`src/rtl/axis_apb_writer.sv`:
```
// Packs an AXI-Stream byte stream into 32-bit words and writes each word to an
// APB slave at incrementing addresses, one transfer per Recv_start pulse.
module axis_apb_writer #(
    parameter logic [31:0] BASE_ADDR = 32'h43C1_0000
) (
    input  logic        M_APB_aclk,
    input  logic        M_APB_areset,
    input  logic        Recv_start,
    input  logic [11:0] Recv_Length,
    input  logic [7:0]  S_AXIS_tdata,
    input  logic        S_AXIS_tvalid,
    input  logic        S_AXIS_tkeep,
    input  logic        S_AXIS_tlast,
    output logic        S_AXIS_tready,
    output logic [31:0] M_APB_paddr,
    output logic        M_APB_psel,
    output logic        M_APB_penable,
    output logic        M_APB_pwrite,
    output logic [31:0] M_APB_pwdata,
    input  logic        M_APB_pready,
    input  logic        M_APB_pslverr,
    output logic        Recv_busy,
    output logic        Recv_done,
    output logic        Recv_err,
    output logic        Recv_short,
    output logic [12:0] Recv_count
);

    typedef enum logic [2:0] {
        ST_IDLE    = 3'd0,
        ST_COLLECT = 3'd1,
        ST_SETUP   = 3'd2,
        ST_ACCESS  = 3'd3,
        ST_DONE    = 3'd4
    } state_t;

    state_t      state_q;
    logic [11:0] len_q;
    logic [12:0] count_q;
    logic [31:0] addr_q;
    logic [31:0] data_q;
    logic        final_q;
    logic        tready_q;
    logic        psel_q;
    logic        penable_q;
    logic        busy_q;
    logic        done_q;
    logic        err_q;
    logic        short_q;

    logic        handshake_d;
    logic        last_byte_d;
    logic        word_full_d;
    logic        early_last_d;
    logic [31:0] merged_d;
    logic        unused_tkeep;

    assign unused_tkeep = S_AXIS_tkeep;

    // Per-byte decode: lane merge and word/transfer termination conditions.
    always_comb begin
        handshake_d  = S_AXIS_tvalid && tready_q;
        last_byte_d  = S_AXIS_tlast || (count_q == {1'b0, len_q});
        word_full_d  = (count_q[1:0] == 2'b11);
        early_last_d = S_AXIS_tlast && (count_q < {1'b0, len_q});
        merged_d     = data_q | ({24'h00_0000, S_AXIS_tdata} << {count_q[1:0], 3'b000});
    end

    // Transfer FSM; every output is driven straight from a register.
    always_ff @(posedge M_APB_aclk or posedge M_APB_areset) begin
        if (M_APB_areset) begin
            state_q   <= ST_IDLE;
            len_q     <= 12'd0;
            count_q   <= 13'd0;
            addr_q    <= 32'h0000_0000;
            data_q    <= 32'h0000_0000;
            final_q   <= 1'b0;
            tready_q  <= 1'b0;
            psel_q    <= 1'b0;
            penable_q <= 1'b0;
            busy_q    <= 1'b0;
            done_q    <= 1'b0;
            err_q     <= 1'b0;
            short_q   <= 1'b0;
        end else begin
            case (state_q)
                ST_IDLE: begin
                    done_q <= 1'b0;
                    if (Recv_start) begin
                        len_q    <= Recv_Length;
                        count_q  <= 13'd0;
                        err_q    <= 1'b0;
                        short_q  <= 1'b0;
                        data_q   <= 32'h0000_0000;
                        addr_q   <= BASE_ADDR;
                        final_q  <= 1'b0;
                        tready_q <= 1'b1;
                        busy_q   <= 1'b1;
                        state_q  <= ST_COLLECT;
                    end else begin
                        state_q  <= ST_IDLE;
                    end
                end
                ST_COLLECT: begin
                    if (handshake_d) begin
                        data_q  <= merged_d;
                        count_q <= count_q + 13'd1;
                        if (early_last_d) begin
                            short_q <= 1'b1;
                        end else begin
                            short_q <= short_q;
                        end
                        // Word goes out when full or when this was the final byte.
                        if (word_full_d || last_byte_d) begin
                            final_q  <= last_byte_d;
                            tready_q <= 1'b0;
                            psel_q   <= 1'b1;
                            state_q  <= ST_SETUP;
                        end else begin
                            state_q  <= ST_COLLECT;
                        end
                    end else begin
                        state_q <= ST_COLLECT;
                    end
                end
                ST_SETUP: begin
                    penable_q <= 1'b1;
                    state_q   <= ST_ACCESS;
                end
                ST_ACCESS: begin
                    if (M_APB_pready) begin
                        err_q     <= err_q | M_APB_pslverr;
                        addr_q    <= addr_q + 32'd4;
                        data_q    <= 32'h0000_0000;
                        psel_q    <= 1'b0;
                        penable_q <= 1'b0;
                        if (final_q) begin
                            done_q  <= 1'b1;
                            state_q <= ST_DONE;
                        end else begin
                            tready_q <= 1'b1;
                            state_q  <= ST_COLLECT;
                        end
                    end else begin
                        state_q <= ST_ACCESS;
                    end
                end
                ST_DONE: begin
                    done_q  <= 1'b0;
                    busy_q  <= 1'b0;
                    state_q <= ST_IDLE;
                end
                default: begin
                    tready_q  <= 1'b0;
                    psel_q    <= 1'b0;
                    penable_q <= 1'b0;
                    busy_q    <= 1'b0;
                    done_q    <= 1'b0;
                    state_q   <= ST_IDLE;
                end
            endcase
        end
    end

    assign S_AXIS_tready = tready_q;
    assign M_APB_paddr   = addr_q;
    assign M_APB_psel    = psel_q;
    assign M_APB_penable = penable_q;
    assign M_APB_pwrite  = psel_q;
    assign M_APB_pwdata  = data_q;
    assign Recv_busy     = busy_q;
    assign Recv_done     = done_q;
    assign Recv_err      = err_q;
    assign Recv_short    = short_q;
    assign Recv_count    = count_q;

endmodule
```
`config.mk`:
```
export PLATFORM = sky130hd
export DESIGN_NAME = axis_apb_writer
export DESIGN_NICKNAME = d
export VERILOG_FILES = /design/src/rtl/axis_apb_writer.sv
export SDC_FILE = /design/constraint.sdc
export NUM_CORES = 1
export LEC_CHECK = 0
export ABC_CLOCK_PERIOD_IN_PS = 3900
export CAP_MARGIN = 30
export CORE_UTILIZATION = 50
export CTS_CLUSTER_DIAMETER = 60
export DETAILED_ROUTE_END_ITERATION = 16
export GPL_TIMING_DRIVEN = 0
export HOLD_SLACK_MARGIN = 0.08
export PLACE_DENSITY_LB_ADDON = 0.12
export REMOVE_ABC_BUFFERS = 1
export SETUP_SLACK_MARGIN = 0.5
export SYNTH_ARGS = -nofsm -noshare
export SYNTH_HDL_FRONTEND = slang
export SYNTH_SLANG_ARGS = --single-unit
```
`constraint.sdc`:
```
create_clock -name M_APB_aclk -period 3.9 [get_ports M_APB_aclk]
set_clock_uncertainty 0.15 [all_clocks]
set_input_delay 0.78 -clock M_APB_aclk [delete_from_list [all_inputs] [get_ports M_APB_aclk]]
set_output_delay 0.78 -clock M_APB_aclk [all_outputs]
set_load 0.05 [all_outputs]
```
==> run metrics <==
run status finished, violations left; violated checks DRC; drt total wl 10900 um; CTS Hold Bufs 0; Synth async-reset ratio 100%; vias in the first global route 3717; Max-Cap Viols 0; Routed wire per std cell 15.5 um; cts bufs inserted 9; Nets 635; Final Slew Violations 0; Syn. warnings 0; H-tree depth 3; FMAX 326 MHz; Die Wd 97.8 um; clk root buf clkbuf_8; sequential share of the synthesized area 53.4%; First-pass DRT Iterations 11; 1st-iter DRT viols 181; Yosys reg bits 98; routability cong. 0.733; RSZ-0062 raised after global routing false; grt total ovfl 0; Synth-to-Final Area Change 32.2%; pin count of the biggest net entering global routing 54; Synth top area share 53.4%; post-synth design cell area 4590 um2; most frequent cell after synthesis dfrtp_1; initial antenna violation count 0; Synth Instances 480; Synth Area in XOR/XNOR 5.34%; critical path class in -> reg; Chip Height 97.8 um; PortBufs 109; synth top area cells dfrtp_1 (53%), a21oi_1 (5.7%), nor2_1 (5.3%), ha_1 (3.8%), nand2_1 (3.7%); ys flop type dfrtp_1; Synth Area in Simple Gates 20.1%; Starting Density 52.1%; vias 3870; CP Capture Type flip-flop; HPWL after DPL 7810 um; pwr dens 686 nW/um2; syn_area_per_cell 9.56 um2; Startpoint Class input pin; CTS Sinks 98; data required time at the worst endpoint 4.05 ns; Distinct cells, synth 45; Synth area leader dfrtp_1; worst path arrival time 3.22 ns; CTS tree built; hold crit path type reg -> reg; layout cells sized above 1 5.69%; # rows 34; adder-cell area share of the yosys netlist 3.82%; Sum Neg Setup Slack 0 ns; Post-synth EDFFs 0; ant diodes 0; hold slack 0.336 ns; Final Critical Period 3.07 ns; final setup violation count 0; Clock Pin Slew Worst Setup and Hold Paths 0.09 ns; DR vias/cell 5.48; first-pass GRT wire length 18300 um; largest family of logic cells by synthesized area simple AND/OR/NAND/NOR gates; Placeable Area 8810 um2; Worst-Margin Slew 0.830 ns; worst vdd ir 0.490 mV; Ports 113; post-layout util 68.9%; fin crit share 78.8%; mux share of post-synthesis cell area 0.436%; CP max FO 10; Rel. slew slack 44.3%; Hold Vio Cnt, Final 0; worst skew pair latency 0.36 ns; top cells by count, synth dfrtp_1 (98), nor2_1 (65), a21oi_1 (52); Static Leak 2.69 nW; compound-cell area share of the yosys netlist 12.3%; Longest Clk Path Bufs 2; total die area 9570 um2; Post-route DRC 12; antenna-violating nets left 0; All-Layer GR Usage 24.0%
path summary, 6_finish.rpt:
check	startpoint	to	slack, ns	depth (start not counted)
setup / recovery	Recv_start	M_APB_pwdata[19]	0.83	8
hold / removal	Recv_busy	Recv_busy	0.34	1
setup reg to reg	state_q[0]	M_APB_pwdata[19]	1.06	7
hold reg to reg	Recv_busy	Recv_busy	0.34	1
max in group asynchronous	M_APB_areset	Recv_short	2.26	3
min in group asynchronous	M_APB_areset	M_APB_pwdata[11]	0.68	2
stage by stage:
step | setup WS, ns | instance area (um2) | power (mW) | cells
final | 0.828 | 6070 | 4.16 | 706
after global routing | 0.662 | 6070 | 4.42 | 706
after CTS | 0.615 | 6060 | 4.19 | 706
after detailed placement | 0.203 | 5860 | 3.51 | 690
after global placement | -6.70 | 5720 | 3.41 | 678
after floorplan | -2.57 | 4490 | 2.78 | 461
cells by family after synthesis:
| logic type | count (synthesis) |
|---|---|
| and+or+nand+nor | 187 |
| AOI/OAI and AO/OA | 102 |
| DFF | 98 |
| buffers and inverters | 48 |
| xor gates and xnor gates | 28 |
| adders and majority gates | 14 |
| muxes | 2 |
| other | 1 |
critical path, stage by stage:
cell             delay [ns]
clkdlybuf4s50_1        0.56
nor4b_4                0.50
buf_4                  0.28
a211oi_1               0.10
nor3b_1                0.56
buf_4                  0.26
a21oi_1                0.08
nor2_1                 0.10
metal layers:
layer	vias up	global-route usage, %	share of wire [%]	wire, um
li1	1876	-	-	-
met1	1888	33.6	47	5110
met2	96	36.9	46	5030
met3	10	5.73	6.3	686
met4	0	7.81	1.1	116
met5	-	0	0	0
sequential cells by signal, summed over array words and instances, names as in the netlist:
signal / flops
Recv_err: 1
M_APB_pwdata: 32
Recv_count: 13
Recv_busy: 1
M_APB_paddr: 30
M_APB_psel: 1
Recv_short: 1
M_APB_penable: 1
len_q: 12
S_AXIS_tready: 1
Recv_done: 1
state_q: 3
final_q: 1
power by group:
part	internal (mW)	switching [mW]	total [mW]
clock	0.318	0.355	0.673
sequential	1.29	0.227	1.51
combinational	0.672	1.31	1.98
placed cells by master, fill, tap and decap left out, drive strengths merged, types with 2 or more instances in the layout:
cell type / netlist / routed
and4b: 2 / 2
o211ai: 2 / 2
nand2: 45 / 45
a21oi: 54 / 54
o22ai: 2 / 2
buf: 8 / 12
o21ai: 32 / 32
nor2b: 3 / 3
and3: 7 / 7
a211oi: 4 / 4
nand4: 19 / 19
nand4b: 3 / 3
inv: 28 / 28
and2: 2 / 2
nor3: 8 / 8
nor2: 65 / 65
conb: 1 / 2
dfrtp: 98 / 98
mux2i: 2 / 2
xor2: 19 / 19
nor3b: 2 / 2
clkdlybuf4s50: 0 / 109
clkbuf: 12 / 11
clkinv: 0 / 3
ha: 14 / 14
and4: 4 / 4
xnor2: 9 / 9
nand3: 13 / 13
nor4: 2 / 2
or3: 9 / 9
a21o: 2 / 2
final cells by class:
cell class                      count  area, um2
Clock inverter                      5       63.8
Fill cell                         697       2740
Multi-Input combinational cell    335       1950
Inverter                           28        108
Clock buffer                       11        141
Sequential cell                    98       2450
Tap cell                          108        135
Timing Repair Buffer              121       1220
repair_timing:
| item | 4_1_cts | 5_1_grt |
|---|---|---|
| setup buffers | 0 | 0 |
| setup endpoints to repair | 0 | 10 |
| gates resized for setup | 0 | 1 |
No activity file was read; power rests on OpenSTA's default activity.
